<file path="src/rtl/uart_rx_core.sv">
// rtl/uart_rx_core.sv - 8N1 UART receiver assembling DATA_BYTE bytes per word
// Mid-bit sampling from a clock-per-bit counter, with framing, gap-timeout and abort errors.
module uart_rx_core #(
  parameter int DATA_BYTE   = 1,
  parameter int CLK_PER_BIT = 16,
  parameter int GAP_BITS    = 16
) (
  input  logic                   i_clk,
  input  logic                   i_rst,
  input  logic                   rxEn,
  input  logic                   rx_bit,
  output logic [DATA_BYTE*8-1:0] rx_data,
  output logic                   rxDone,
  output logic                   rxBusy,
  output logic                   rxError
);
  localparam int HALF    = CLK_PER_BIT / 2;
  localparam int GAP_CYC = GAP_BITS * CLK_PER_BIT;
  localparam int CNT_MAX = (GAP_CYC > CLK_PER_BIT) ? GAP_CYC : CLK_PER_BIT;
  localparam int CW      = $clog2(CNT_MAX + 1);

  localparam logic [CW-1:0] HALF_END  = CW'(HALF - 1);
  localparam logic [CW-1:0] BIT_END   = CW'(CLK_PER_BIT - 1);
  localparam logic [CW-1:0] GAP_END   = CW'(GAP_CYC - 1);
  localparam logic [2:0]    LAST_BYTE = 3'(DATA_BYTE - 1);

  typedef enum logic [2:0] {S_IDLE, S_START, S_DATA, S_STOP, S_FIN, S_GAP} state_e;

  state_e                 state_q, state_d;
  logic                   sync1_q, sync2_q, hist_q;
  logic [CW-1:0]          cnt_q, cnt_d;
  logic [2:0]             bit_q, bit_d;
  logic [2:0]             byte_q, byte_d;
  logic [7:0]             shift_q, shift_d;
  logic                   stop_q, stop_d;
  logic [DATA_BYTE*8-1:0] word_q, word_d;
  logic [DATA_BYTE*8-1:0] data_q, data_d;
  logic                   done_q, done_d;
  logic                   busy_q, busy_d;
  logic                   err_q, err_d;
  logic                   start_edge;
  logic                   abort;

  assign start_edge = hist_q & ~sync2_q;
  assign abort      = ~rxEn & (state_q != S_IDLE);

  // Line flops reset high so a low line at reset release cannot look like a start edge.
  always_ff @(posedge i_clk or posedge i_rst) begin
    if (i_rst) begin
      sync1_q <= 1'b1;
      sync2_q <= 1'b1;
      hist_q  <= 1'b1;
      state_q <= S_IDLE;
      cnt_q   <= '0;
      bit_q   <= '0;
      byte_q  <= '0;
      shift_q <= '0;
      stop_q  <= 1'b0;
      word_q  <= '0;
      data_q  <= '0;
      done_q  <= 1'b0;
      busy_q  <= 1'b0;
      err_q   <= 1'b0;
    end else begin
      sync1_q <= rx_bit;
      sync2_q <= sync1_q;
      hist_q  <= sync2_q;
      state_q <= state_d;
      cnt_q   <= cnt_d;
      bit_q   <= bit_d;
      byte_q  <= byte_d;
      shift_q <= shift_d;
      stop_q  <= stop_d;
      word_q  <= word_d;
      data_q  <= data_d;
      done_q  <= done_d;
      busy_q  <= busy_d;
      err_q   <= err_d;
    end
  end

  always_comb begin
    state_d = state_q;
    cnt_d   = cnt_q + 1'b1;
    bit_d   = bit_q;
    byte_d  = byte_q;
    shift_d = shift_q;
    stop_d  = stop_q;
    case (state_q)
      S_IDLE: begin
        cnt_d = '0;
        if (rxEn && start_edge) state_d = S_START;
      end
      S_START: begin
        if (cnt_q == HALF_END) begin
          cnt_d = '0;
          bit_d = '0;
          if (!sync2_q) state_d = S_DATA;
          else          state_d = (byte_q != 3'd0) ? S_GAP : S_IDLE;
        end
      end
      S_DATA: begin
        if (cnt_q == BIT_END) begin
          cnt_d   = '0;
          shift_d = {sync2_q, shift_q[7:1]};
          bit_d   = bit_q + 1'b1;
          if (bit_q == 3'd7) state_d = S_STOP;
        end
      end
      S_STOP: begin
        if (cnt_q == BIT_END) begin
          cnt_d   = '0;
          stop_d  = sync2_q;
          state_d = S_FIN;
        end
      end
      // One cycle after the stop sample: commit or discard, never losing a fresh start edge.
      S_FIN: begin
        cnt_d = '0;
        if (stop_q && byte_q != LAST_BYTE) begin
          byte_d  = byte_q + 1'b1;
          state_d = start_edge ? S_START : S_GAP;
        end else begin
          byte_d  = '0;
          state_d = (stop_q && start_edge) ? S_START : S_IDLE;
        end
      end
      S_GAP: begin
        if (start_edge) begin
          cnt_d   = '0;
          state_d = S_START;
        end else if (cnt_q == GAP_END) begin
          cnt_d   = '0;
          byte_d  = '0;
          state_d = S_IDLE;
        end
      end
      default: state_d = S_IDLE;
    endcase
    if (abort) begin
      state_d = S_IDLE;
      cnt_d   = '0;
      byte_d  = '0;
    end
  end

  always_comb begin
    word_d = word_q;
    data_d = data_q;
    done_d = 1'b0;
    err_d  = 1'b0;
    busy_d = (state_d != S_IDLE);
    if (abort) begin
      err_d  = (byte_q != 3'd0) || (state_q inside {S_DATA, S_STOP, S_FIN});
      word_d = '0;
    end else if (state_q == S_FIN) begin
      if (stop_q) begin
        for (int i = 0; i < DATA_BYTE; i++) begin
          if (byte_q == 3'(i)) word_d[i*8 +: 8] = shift_q;
        end
        if (byte_q == LAST_BYTE) begin
          data_d = word_d;
          done_d = 1'b1;
          word_d = '0;
        end
      end else begin
        err_d  = 1'b1;
        word_d = '0;
      end
    end else if (state_q == S_GAP && !start_edge && cnt_q == GAP_END) begin
      err_d  = 1'b1;
      word_d = '0;
    end
  end

  assign rx_data = data_q;
  assign rxDone  = done_q;
  assign rxBusy  = busy_q;
  assign rxError = err_q;

endmodule

</file>
<file path="config.mk">
export PLATFORM = sky130hd
export DESIGN_NAME = uart_rx_core
export DESIGN_NICKNAME = d
export VERILOG_FILES = /design/src/rtl/uart_rx_core.sv
export SDC_FILE = /design/constraint.sdc
export NUM_CORES = 1
export LEC_CHECK = 0
export BUFFER_PORTS_ARGS = -buffer_cell sky130_fd_sc_hd__clkbuf_2
export CAP_MARGIN = 25
export CORE_AREA = 2 2 86 88
export CTS_CLUSTER_DIAMETER = 60
export DETAILED_ROUTE_END_ITERATION = 10
export DIE_AREA = 0 0 88 90
export GPL_ROUTABILITY_DRIVEN = 0
export PLACE_DENSITY_LB_ADDON = 0.25
export SKIP_LAST_GASP = 1
export SLEW_MARGIN = 25
export SYNTH_ARGS = -nofsm -noshare
export SYNTH_HDL_FRONTEND = slang
export SYNTH_SLANG_ARGS = --single-unit
</file>
<file path="constraint.sdc">
create_clock -name i_clk -period 2.9 [get_ports i_clk]
set_input_delay 0.145 -clock i_clk [delete_from_list [all_inputs] [get_ports i_clk]]
set_output_delay 0.145 -clock i_clk [all_outputs]
set_load 0.03 [all_outputs]
</file>
Yosys cells after proc, flatten, opt, wreduce, memory -nomap -nowiden

Index checks and enable logic that the tools add are counted.

Add/subtract/negate cells: 3
Multiply operators: 0
Div/mod/pow operators: 0
$lt $le $gt $ge: 0
Eq/ne operators: 13
Shifts and indexed selects: 0
Mux-type cells: 42
Bitwise gates (word level): 5
Reductions and logical operators: 23

Operator list:

| operator              | number |
|---|---|
| $mux W3               | 18 |
| $mux W8               | 6 |
| $mux W9               | 5 |
| $pmux W9 S4           | 1 |
| $pmux W3 S6           | 1 |
| $reduce_bool A3 Y1    | 6 |
| $pmux W3 S2           | 2 |
| $add A9 B1 Y9 const B | 1 |
| $eq A3 B3 Y1 const B  | 3 |
| $eq A9 B3 Y1 const B  | 1 |
| $eq A9 B4 Y1 const B  | 1 |
| $eq A9 B8 Y1 const B  | 1 |
| $mux W1               | 9 |
| $add A3 B1 Y3 const B | 2 |
| $eq A3 B2 Y1 const B  | 2 |
| $logic_not A3 Y1      | 2 |
| $ne A3 B3 Y1 const B  | 2 |
| $reduce_and A3 Y1     | 2 |
| $logic_and A1 B1 Y1   | 5 |
| $ne A2 B2 Y1 const B  | 2 |
| $reduce_and A2 Y1     | 2 |
| $reduce_and A4 Y1     | 1 |
| $reduce_or A2 Y1      | 2 |
| $eq A3 B1 Y1 const B  | 1 |
| other kinds (5)       | 8 |

Register bits: 49
Latch bits: 0
Bits in writable memories: 0
ROM bits: 0
Output and inout port bits: 11
Memories: 0

Longest topological paths before layout

Depth in word-level cells: 8
Gate-level depth with buffers: 10
Gate-level depth less buffers: 10

Worst setup path before layout

OpenSTA, ideal clock, no wires.

Kind: flip-flop to flip-flop
Start: reg cnt_q[0]
End: reg busy_q (netlist: rxBusy)
Arrival: 1,999 ps
Setup slack: 763 ps
Stages on the path, launching flop included: 11
Clock period less this slack: 2,137 ps
Cell sequence: dfrtp_1 > ha_1 > nand3_1 > nor2_1 > nand3_1 > inv_1 > ha_1 > a21oi_1 > a311o_2 > a221oi_1 > a31oi_1

Word-level cells in the longest chain between the ends: 6
Elaborated cells between the ends (all ways): 11

RTL lines:

| what                   | line | RTL |
|---|---|---|
| start, declared        | 31   | `logic [CW-1:0] cnt_q, cnt_d;` |
| start signal, assigned | 69   | `cnt_q <= cnt_d;` |
| $eq A9 B8 Y1           | 132  | `end else if (cnt_q == GAP_END) begin` |
| $mux W3                | 132  |  |
| $mux W3                | 129  | `if (start_edge) begin` |
| $pmux W3 S6 (*)        | 89   | `case (state_q)` |
| $mux W3 (*)            | 140  | `if (abort) begin` |
| $reduce_bool A3 Y1 (*) | 152  | `busy_d = (state_d != S_IDLE);` |
| net busy_d             | 39   | `logic busy_q, busy_d;` |
| end signal, assigned   | 77   | `busy_q <= busy_d;` |
| end, declared          | 39   |  |

The timed path passes the listed nets; every way through them passes the cells marked *.
A chain may end at the register's enable or synchronous reset.

Worst setup path after layout

Ends and elaborated chain as after synthesis.

==> metrics <==
outcome finished, final reports clean; Synth cell types 44; average size of a mapped cell 10.9 sq um; Crit Path Class flop to flop; Top FF cell, synth dfrtp_1; CTS tree done; Die ar. roughly 8000 sq um; Clk Latency, worst-skew pair 0.30 ns; Post-CTS Hold Buffers 2; Final nets 215; Power per Cell Area 532 nW/um^2; flip-flop and latch count after synthesis 41; htree depth 2; f_max 0.418 GHz; Final setup viols 0; share of post-route cells with drive strength above 1 a little under a quarter; Cells after Synth 186; Congestion Overflow GR 0; syn nets approximately 200; Starting Density 28.8%; Cell Area, Placed 2170 sq um; cell accounting for the most synthesized area dfrtp_1; Resized Gates After CTS 0; first-pass GRT wire length approximately 6200 microns; CP max stage delay between 0.3 and 0.4 ns; WL final 3570 microns; First-pass DRT Iterations 4; Die Y 90 microns; post-synthesis async set-or-reset flop share 100%; Place WS 0.496 ns; DR DRC count 0; Die Span X 88 microns; Area Growth Syn to Fin 12.7%; max-slew violations 0; RSZ-0062 raised after global routing false; R2R Setup Slk 0.51 ns; Pleak 1.07 nW; Worst Hold Class input pin to flop; setup_tns 0 ns; Final min period 2.39 ns; worst hold path depth 2; number of global-route vias before repair 1346; Routed WL per cell 11.7 microns; Critical Path AT 2.56 ns; Crit-path slowest cell dfrtp_1; largest net degree at the start of global routing 42; Placement Rows 31; vias between 1000 and 1500; final instance area 2280 sq um; Reg2Reg Capture Point rxBusy; GRT Util Overall 9.86%; R2R cell count 10; Post-synth EDFFs 0; CP cell instances ha_1 -> nand3_1 -> nor2_1 -> nand3_1 -> inv_1 -> ha_1 -> a21oi_1 -> a311o_2 -> a221oi_1 -> a31oi_1; worst slew pin tran 0.520 ns; final worst-path cycle share 82.5%; total power 1.21 mW; worst-path fanout max 4; HP Start rxEn; Setup crit start kind flop; n_diodes 0; Ys Warns 0; leading post-synthesis cells by cell area dfrtp_1 (47%), mux2_2 (8.9%), ha_1 (4.3%); post-synthesis sequential area ratio 50.9%; root buffer cell clkbuf_8; 1st-iter DRT viols 75; Post-CTS Setup Repair Bufs 0; core area 7020 sq um; RR Startpoint cnt_q[0]; required time of the worst setup path 3.06 ns; max-cap viol count 0; CTS Buffer Depth 2; clock-pin slew on the worst setup and hold paths 0.08 ns; Worst IR Drop VDD around 0.00018 V; mapped cell area approximately 2000 sq um; crit path capture type flop; port buffer count 14; number of I/O pins 15; Routed Antenna Nets 0; clk sinks 41; Via-to-Cell Ratio approximately 4.6; top-area cell type share of the netlist area between 40 and 50%; antenna violations before repair 0; skew final approximately 0.011 ns; Fin. Hold Viols 0; Final WS setup about 0.51 ns; Slew headroom between 60 and 70%; hold endpoint rxError; hpwl dp 2490 microns; CTS buffer count 5
==> synth_stat cells, drive strengths merged, types with 2 or more instances <==
master  count
a31oi       6
a21oi       5
o22ai       3
nor2b       3
and3        3
nand2b      5
nand3       5
dfstp       3
nand4       4
xor2        2
o211ai      2
a311o       2
ha          7
nor2       18
o21ai       9
clkbuf      4
nor3        2
nand2      15
nor3b       2
inv        10
and2        3
mux2       16
dfrtp      38
a221oi      2
xnor2       4
buf         2
==> flip-flops by register name, indices dropped and copies added (netlist names), 3 cells and up <==
name / cells
rx_data: 8
byte_q: 3
cnt_q: 9
shift_q: 8
bit_q: 3
state_q: 3
==> layer usage <==
layer  GRT usage, %  share of wire [%]  up-vias  wire length [microns]
met5              0                  0        -                      0
met4           4.62                1.8        0                     64
met3           2.94                4.5        6                    162
met1           13.3                 49      676                   1750
met2           14.4                 45       29                   1590
li1               -                  -      688                      -
==> cells in the final DEF (no fill, tap or decap), drive strengths merged, types with 4 or more instances in the layout <==
cell,n
clkbuf,19
a21oi,5
ha,7
nor2,18
xnor2,4
nand4,4
a31oi,6
nand3,5
inv,10
o21ai,9
mux2,16
nand2,15
dfrtp,38
nand2b,5
==> critical path, delay by kind of cell (launching register included) <==
family	cells	cell delay, ns
and+or+nand+nor	3	0.45
adders and majority gates	2	0.41
AOI/OAI and AO/OA	4	0.94
buffers and inverters	1	0.07
DFF	1	0.38
==> cell type report <==
| cell class | count | area [sq um] |
|---|---|---|
| Inverter | 11 | 41.3 |
| Clock buffer | 5 | 68.8 |
| Clock inverter | 3 | 21.3 |
| Sequential cell | 41 | 1030 |
| Fill cell | 714 | 4740 |
| Timing Repair Buffer | 17 | 97.6 |
| Tap cell | 99 | 124 |
| Multi-Input combinational cell | 128 | 897 |
==> worst max path at each step <==
| stage | start | to | slack [ns] | cells after the start |
|---|---|---|---|---|
| after floorplan | cnt_q[0] | rxBusy | 0.76 | 10 |
| after global routing | cnt_q[0] | rxBusy | 0.27 | 10 |
| after CTS | cnt_q[0] | rxBusy | 0.48 | 10 |
| after detailed placement | cnt_q[0] | rxBusy | 0.50 | 10 |
| after global placement | cnt_q[0] | rxBusy | 0.59 | 10 |
| final | cnt_q[0] | rxBusy | 0.51 | 10 |
==> power breakdown <==
part,switching (mW),internal [mW],leakage (nW),total (mW)
Clock,0.210,0.171,0.0445,0.380
Sequential,0.0460,0.601,0.558,0.647
Combinational,0.121,0.0646,0.465,0.185
Total,0.376,0.836,1.07,1.21
==> kinds of logic after synthesis <==
family                   count (synthesis)  synth area share, %
multiplexers                            17                 9.40
AO/OA/AOI/OAI                           34                 11.0
AND/OR/NAND/NOR                         64                 17.0
flip-flops                              41                 50.9
buffers and inverters                   17                 4.76
adder cells (fa/ha/maj)                  7                 4.33
XOR/XNOR                                 6                 2.60
==> stage by stage <==
stage	std cells	hold WS [ns]	utilization [%]
floorplan	186	0.149	-
global placement	294	0.236	30.9
detailed placement	294	0.236	30.9
CTS	304	0.211	32.5
global route	304	0.264	32.5
finish	304	0.228	32.5
No activity file was read; power rests on OpenSTA's default activity.
